--- src/rtl/rf_pkg.sv ---
// Register-file constants and types shared by decode and writeback.
//   DATA_WIDTH / ADDR_WIDTH / NUM_REGS : architectural sizing
//   REG_ZERO                           : hard-wired zero register address
//   reg_addr_t / reg_data_t            : register address and data types
package rf_pkg;
   localparam int DATA_WIDTH = 32;
   localparam int ADDR_WIDTH = 5;
   localparam int NUM_REGS   = 2 ** ADDR_WIDTH;

   typedef logic [ADDR_WIDTH-1:0] reg_addr_t;
   typedef logic [DATA_WIDTH-1:0] reg_data_t;

   localparam reg_addr_t REG_ZERO = '0;
endpackage

--- src/rtl/regfile_storage.sv ---
// Register array with one write port and two bypassed read ports.
//   clock, reset        : posedge clock, synchronous active-low clear
//   data_in             : write data
//   write_address       : write destination, zero discards the write
//   rs_addr / rt_addr   : read addresses
//   rs_rd / rt_rd       : combinational read data (zero-forced, bypassed)
module regfile_storage
   import rf_pkg::*;
#(
   parameter int DATA_WIDTH_P = DATA_WIDTH,
   parameter int ADDR_WIDTH_P = ADDR_WIDTH,
   parameter int NUM_REGS_P   = NUM_REGS
) (
   input  logic                    clock,
   input  logic                    reset,
   input  logic [DATA_WIDTH_P-1:0] data_in,
   input  logic [ADDR_WIDTH_P-1:0] write_address,
   input  logic [ADDR_WIDTH_P-1:0] rs_addr,
   input  logic [ADDR_WIDTH_P-1:0] rt_addr,
   output logic [DATA_WIDTH_P-1:0] rs_rd,
   output logic [DATA_WIDTH_P-1:0] rt_rd
);

   localparam logic [ADDR_WIDTH_P-1:0] ZERO = ADDR_WIDTH_P'(REG_ZERO);

   logic [DATA_WIDTH_P-1:0] regs [NUM_REGS_P];

   // Entry 0 is never written, so it stays at its reset value of zero.
   always_ff @(posedge clock) begin
      if (!reset) begin
         for (int i = 0; i < NUM_REGS_P; i++) regs[i] <= '0;
      end else if (write_address != ZERO) begin
         regs[write_address] <= data_in;
      end
   end

   // A write landing this cycle is visible to a read of the same register.
   assign rs_rd = (rs_addr == ZERO)          ? '0      :
                  (rs_addr == write_address) ? data_in : regs[rs_addr];
   assign rt_rd = (rt_addr == ZERO)          ? '0      :
                  (rt_addr == write_address) ? data_in : regs[rt_addr];

endmodule

--- src/rtl/read_register_file.sv ---
// Decode-stage register file feeding a registered ID/EX boundary.
//   clock, reset              : posedge clock, synchronous active-low reset
//   data_in, write_address    : writeback port (address 0 = no write)
//   rs_addr, rt_addr          : decoded source addresses
//   id_valid                  : decode slot holds a real instruction
//   stall, flush              : hold / bubble the ID/EX register (flush wins)
//   rs_data, rt_data          : registered operands
//   rs_addr_ex, rt_addr_ex    : registered source addresses for forwarding
//   ex_valid                  : ID/EX slot valid
module read_register_file
   import rf_pkg::*;
#(
   parameter int DATA_WIDTH_P = DATA_WIDTH,
   parameter int ADDR_WIDTH_P = ADDR_WIDTH,
   parameter int NUM_REGS_P   = NUM_REGS
) (
   input  logic                    clock,
   input  logic                    reset,
   input  logic [DATA_WIDTH_P-1:0] data_in,
   input  logic [ADDR_WIDTH_P-1:0] write_address,
   input  logic [ADDR_WIDTH_P-1:0] rs_addr,
   input  logic [ADDR_WIDTH_P-1:0] rt_addr,
   input  logic                    id_valid,
   input  logic                    stall,
   input  logic                    flush,
   output logic [DATA_WIDTH_P-1:0] rs_data,
   output logic [DATA_WIDTH_P-1:0] rt_data,
   output logic [ADDR_WIDTH_P-1:0] rs_addr_ex,
   output logic [ADDR_WIDTH_P-1:0] rt_addr_ex,
   output logic                    ex_valid
);

   localparam logic [ADDR_WIDTH_P-1:0] ZERO = ADDR_WIDTH_P'(REG_ZERO);

   logic [DATA_WIDTH_P-1:0] rs_rd, rt_rd;

   regfile_storage #(
      .DATA_WIDTH_P (DATA_WIDTH_P),
      .ADDR_WIDTH_P (ADDR_WIDTH_P),
      .NUM_REGS_P   (NUM_REGS_P)
   ) u_storage (
      .clock         (clock),
      .reset         (reset),
      .data_in       (data_in),
      .write_address (write_address),
      .rs_addr       (rs_addr),
      .rt_addr       (rt_addr),
      .rs_rd         (rs_rd),
      .rt_rd         (rt_rd)
   );

   // A held operand whose source register is written during the stall
   // picks up the new value, so it is current when the stall releases.
   logic rs_refresh, rt_refresh;
   assign rs_refresh = (rs_addr_ex != ZERO) && (rs_addr_ex == write_address);
   assign rt_refresh = (rt_addr_ex != ZERO) && (rt_addr_ex == write_address);

   always_ff @(posedge clock) begin
      if (!reset || flush) begin
         rs_data    <= '0;
         rt_data    <= '0;
         rs_addr_ex <= '0;
         rt_addr_ex <= '0;
         ex_valid   <= 1'b0;
      end else if (stall) begin
         if (rs_refresh) rs_data <= data_in;
         if (rt_refresh) rt_data <= data_in;
      end else begin
         // Bubbles still carry data; ex_valid tells execute to ignore it.
         rs_data    <= rs_rd;
         rt_data    <= rt_rd;
         rs_addr_ex <= rs_addr;
         rt_addr_ex <= rt_addr;
         ex_valid   <= id_valid;
      end
   end

endmodule

--- config.mk ---
export PLATFORM = sky130hd
export DESIGN_NAME = read_register_file
export DESIGN_NICKNAME = d
export VERILOG_FILES = /design/src/rtl/rf_pkg.sv /design/src/rtl/regfile_storage.sv /design/src/rtl/read_register_file.sv
export SDC_FILE = /design/constraint.sdc
export NUM_CORES = 2
export LEC_CHECK = 0
export BUFFER_PORTS_ARGS = -buffer_cell sky130_fd_sc_hd__buf_2
export CAP_MARGIN = 20
export CORE_AREA = 3 3 347 349
export DETAILED_ROUTE_END_ITERATION = 6
export DIE_AREA = 0 0 350 352
export PLACE_DENSITY_LB_ADDON = 0.2
export SYNTH_ARGS = -nofsm -noshare
export SYNTH_HDL_FRONTEND = slang
export SYNTH_HIERARCHICAL = 1
export SYNTH_SLANG_ARGS = --single-unit
export TNS_END_PERCENT = 1
--- constraint.sdc ---
create_clock -name clock -period 5.1 [get_ports clock]
set_input_delay 0.765 -clock clock [delete_from_list [all_inputs] [get_ports clock]]
set_output_delay 0.765 -clock clock [all_outputs]
set_load 0.01 [all_outputs]
==> run_summary.xml <==
<?xml version="1.0" encoding="UTF-8"?>
<metrics>
  <group name="logic_synthesis">
    <metric name="synth.cell_area" unit="sq mm">0.05858</metric>
    <metric name="synth_sequential_area_ratio" unit="%">55.05</metric>
    <metric name="ys.warnings.count" unit="">6</metric>
    <metric name="yosys_register_bits" unit="">1099</metric>
    <metric name="asyncSetResetFlopFracSynth" unit="%">0</metric>
    <metric name="synth_flop_cell" unit="">sky130_fd_sc_hd__edfxtp_1</metric>
    <metric name="synth_edf_count" unit="">1024</metric>
    <metric name="ys_types" unit="">55</metric>
    <metric name="postSynthCellCount" unit="">3989</metric>
    <metric name="syn_avg_cell_area" unit="sq um">14.69</metric>
  </group>
  <group name="clocking">
    <metric name="cts-resized-gates" unit="">0</metric>
    <metric name="cts_max_path_buffers" unit="">3</metric>
    <metric name="cts.reportedPaths.clkPinSlew" unit="ps">60</metric>
    <metric name="postCtsHoldBufs" unit="">0</metric>
    <metric name="root_buffer" unit="">sky130_fd_sc_hd__clkbuf_16</metric>
    <metric name="postCtsSetupRepairBufs" unit="">0</metric>
    <metric name="clock_latency" unit="ps">720</metric>
    <metric name="h_tree_levels" unit="">3</metric>
    <metric name="numClockSinks" unit="">1099</metric>
    <metric name="cts_tree" unit="">built</metric>
    <metric name="numCtsBuffers" unit="">118</metric>
  </group>
  <group name="setup_path">
    <metric name="kind_of_start_point_of_the_critical_path" unit="">primary input</metric>
    <metric name="path_max_fanout" unit="">62</metric>
    <metric name="setup.worst_path.end_class" unit="">flop</metric>
    <metric name="critical_path_cell_with_the_highest_stage_delay" unit="">sky130_fd_sc_hd__a221oi_1</metric>
    <metric name="cp_cell_sequence" unit="">buf_8, buf_12, mux4_2, mux2_2, a221oi_1, a21oi_1, a22o_1, mux2i_1, o2bb2ai_2</metric>
    <metric name="cp.arrival" unit="ps">3930</metric>
    <metric name="crit_required" unit="ps">5660</metric>
    <metric name="timing_worst_setup_path_type" unit="">in2reg</metric>
    <metric name="worst_path_largest_cell_delay" unit="ps">660</metric>
  </group>
  <group name="timing">
    <metric name="period_minus_slack" unit="ps">3371</metric>
    <metric name="relSlewSlack" unit="%">20.21</metric>
    <metric name="maxClockFrequency" unit="MHz">296.6</metric>
    <metric name="setup_viol" unit="">0</metric>
    <metric name="unrepaired_setup_endpoints_after_global_routing" unit="">false</metric>
    <metric name="worst_slew_pin_slew" unit="ps">1194</metric>
    <metric name="final_max_slew_viol_count" unit="">0</metric>
    <metric name="period_share" unit="%">66.10</metric>
    <metric name="timing.setup.tns" unit="ps">0</metric>
    <metric name="skew" unit="ps">30.12</metric>
    <metric name="final_hold_viol_count" unit="">0</metric>
  </group>
  <group name="floorplan">
    <metric name="chipHeight" unit="um">352</metric>
    <metric name="floorplan.die_area" unit="sq mm">0.1232</metric>
    <metric name="die_x" unit="um">350</metric>
    <metric name="rows" unit="">126</metric>
    <metric name="core_region_area" unit="sq mm">0.1178</metric>
    <metric name="initial_utilization" unit="%">49.75</metric>
    <metric name="io_pins" unit="">127</metric>
  </group>
  <group name="pwr">
    <metric name="p_leak" unit="nW">22.94</metric>
    <metric name="power.ir.vdd_worst" unit="V">0.0002790</metric>
    <metric name="power_per_cell_area" unit="mW/mm^2">333.9</metric>
  </group>
  <group name="detailed_routing">
    <metric name="drt_iter0_drc" unit="">6093</metric>
    <metric name="drt-total-wl" unit="um">206900</metric>
    <metric name="drtAntennaViolNets" unit="">0</metric>
    <metric name="vias_per_cell" unit="">6.848</metric>
    <metric name="vias" unit="">38660</metric>
    <metric name="drc" unit="">0</metric>
    <metric name="drt_first_pass_iters" unit="">6</metric>
    <metric name="drt-wirelength-per-cell" unit="um">36.64</metric>
  </group>
  <group name="place">
    <metric name="place_congestion" unit="">0.8876</metric>
    <metric name="hpwlAfterDp" unit="um">127000</metric>
    <metric name="io_port_bufs" unit="">126</metric>
    <metric name="placed_cell_area" unit="sq mm">0.06147</metric>
  </group>
  <group name="grt">
    <metric name="global_route.usage.total" unit="%">33.35</metric>
    <metric name="grt_start_max_net_pins" unit="">74</metric>
    <metric name="grt_pass1_vias" unit="">38030</metric>
    <metric name="overflow" unit="">0</metric>
    <metric name="grt_first_pass_wirelength" unit="um">290100</metric>
    <metric name="antenna_violations_before_repair" unit="">18</metric>
  </group>
  <group name="worst_hold_path">
    <metric name="worstHoldPathType" unit="">in2reg</metric>
  </group>
  <group name="flow_run">
    <metric name="drv.max_cap_violation_count" unit="">0</metric>
  </group>
  <group name="cells_and_area">
    <metric name="filler_cell_count" unit="">9340</metric>
    <metric name="final_design_area_no_fill" unit="sq mm">0.06519</metric>
    <metric name="design.final.nets" unit="">4053</metric>
    <metric name="sequential_area" unit="sq mm">0.03225</metric>
    <metric name="layout-drive-gt1-share" unit="%">26.38</metric>
    <metric name="area_growth" unit="%">11.28</metric>
    <metric name="multi_input_comb_area" unit="sq mm">0.02514</metric>
  </group>
  <group name="outcome">
    <metric name="run_status" unit="">complete, no violations</metric>
  </group>
</metrics>
-- final timing paths --
| check | from | slack (ps) | to | cells past startpoint |
|---|---|---|---|---|
| max | rs_addr[0] | 1730 | rs_data[20] | 9 |
| min | id_valid | 290 | ex_valid | 3 |
| max reg2reg | u_storage/regs[3][16] | 2580 | rt_data[16] | 6 |
| min reg2reg | rs_data[1] | 470 | rs_data[1] | 1 |
-- critical path: cells and delay by family --
| family | cells | cell delay [ps] |
|---|---|---|
| buf+inv | 2 | 900 |
| compound gates | 4 | 1040 |
| mux | 3 | 1010 |
-- power by group --
part | leakage (nW) | internal (mW) | total, mW | switching (mW)
combinational | 10.8 | 1.10 | 2.80 | 1.69
sequential | 10.4 | 10.4 | 10.7 | 0.283
clock | 1.81 | 4.72 | 8.32 | 3.60
-- cell usage in the layout (no fill, tap or decap), types with 51 or more instances in the layout --
master,count
sky130_fd_sc_hd__edfxtp_1,1024
sky130_fd_sc_hd__and2_1,998
sky130_fd_sc_hd__mux4_2,410
sky130_fd_sc_hd__mux2i_1,309
sky130_fd_sc_hd__buf_4,148
sky130_fd_sc_hd__clkbuf_16,120
sky130_fd_sc_hd__buf_2,117
sky130_fd_sc_hd__dfxtp_1,75
sky130_fd_sc_hd__a21oi_1,68
sky130_fd_sc_hd__a22oi_1,67
sky130_fd_sc_hd__o2bb2ai_2,62
sky130_fd_sc_hd__o22ai_1,61
sky130_fd_sc_hd__mux2_2,58
sky130_fd_sc_hd__a32o_1,51
-- layout make-up --
| class | count | area share (%) |
|---|---|---|
| sequential | 1099 | 49.47 |
| clock inverter | 51 | 0.5681 |
| tap | 1536 | 2.948 |
| multi-input combinational | 2489 | 38.57 |
| timing repair buffer | 289 | 3.309 |
| clock buffer | 169 | 5.073 |
| antenna | 9 | 0.03455 |
| inverter | 4 | 0.02303 |
-- kinds of logic after synthesis --
| group | share of synthesized area, % |
|---|---|
| xor+xnor | 0.2542 |
| simple gates | 12.19 |
| mux | 22.38 |
| buf+inv | 3.266 |
| flops | 55.05 |
| other cells | 0.006401 |
| compound gates | 6.854 |
-- cell usage after synthesis (4+ instances only) --
master | n | area share [%]
sky130_fd_sc_hd__edfxtp_1 | 1024 | 52
sky130_fd_sc_hd__and2_1 | 998 | 11
sky130_fd_sc_hd__mux4_2 | 410 | 16
sky130_fd_sc_hd__mux2i_1 | 309 | 5.3
sky130_fd_sc_hd__clkbuf_1 | 294 | 1.9
sky130_fd_sc_hd__buf_2 | 90 | 0.77
sky130_fd_sc_hd__nor2_1 | 76 | 0.49
sky130_fd_sc_hd__dfxtp_1 | 75 | 2.6
sky130_fd_sc_hd__a21oi_1 | 69 | 0.59
sky130_fd_sc_hd__a22oi_1 | 67 | 0.86
sky130_fd_sc_hd__o2bb2ai_2 | 62 | 1.6
sky130_fd_sc_hd__o22ai_1 | 61 | 0.65
sky130_fd_sc_hd__mux2_2 | 58 | 1.1
sky130_fd_sc_hd__a32o_1 | 51 | 0.87
sky130_fd_sc_hd__o221ai_1 | 48 | 0.72
sky130_fd_sc_hd__nand2_1 | 41 | 0.26
sky130_fd_sc_hd__o21ai_0 | 41 | 0.35
sky130_fd_sc_hd__a221o_1 | 27 | 0.46
sky130_fd_sc_hd__buf_1 | 19 | 0.12
sky130_fd_sc_hd__nand3_1 | 19 | 0.16
sky130_fd_sc_hd__buf_6 | 16 | 0.31
sky130_fd_sc_hd__nor2b_1 | 14 | 0.15
sky130_fd_sc_hd__xor2_1 | 11 | 0.16
sky130_fd_sc_hd__o221a_2 | 9 | 0.17
sky130_fd_sc_hd__nand2b_1 | 8 | 0.085
sky130_fd_sc_hd__o211ai_1 | 8 | 0.10
sky130_fd_sc_hd__buf_4 | 7 | 0.090
sky130_fd_sc_hd__nand3b_1 | 7 | 0.090
sky130_fd_sc_hd__xnor2_1 | 6 | 0.090
sky130_fd_sc_hd__a211oi_1 | 5 | 0.064
sky130_fd_sc_hd__a221oi_1 | 5 | 0.075
sky130_fd_sc_hd__mux4_1 | 5 | 0.22
sky130_fd_sc_hd__or2_2 | 5 | 0.053
sky130_fd_sc_hd__a22o_1 | 4 | 0.060
sky130_fd_sc_hd__a31oi_1 | 4 | 0.043
sky130_fd_sc_hd__or3b_2 | 4 | 0.060
-- registers in the layout, indices dropped and copies added, names as in the netlist --
register        flops
u_storage/regs   1024
rt_data            32
rs_addr_ex          5
rs_data            32
ex_valid            1
rt_addr_ex          5
-- layer usage --
layer | up-vias | GRT usage (%) | share of wire, %
met2 | 2761 | 50.18 | 45
met5 | - | 0 | 0.052
li1 | 15430 | - | -
met1 | 19920 | 45.45 | 38
met3 | 533 | 9.721 | 13
met4 | 16 | 14.04 | 4.7
-- metrics by stage --
step	instances	util, %	hold WS, ps	worst slack (ps)	power (mW)
4_1_cts	5636	55.32	247.2	1808	21.76
5_1_grt	5638	55.34	332.3	1551	22.33
6_report	5646	55.35	291.9	1729	21.77
3_5_place_dp	5416	52.20	460.7	1073	13.54
2_1_floorplan	4020	-	492.2	471.9	12.45
3_3_place_gp	5415	52.18	457.7	1122	13.50
Note: power is estimated with default switching activity, not from simulation.
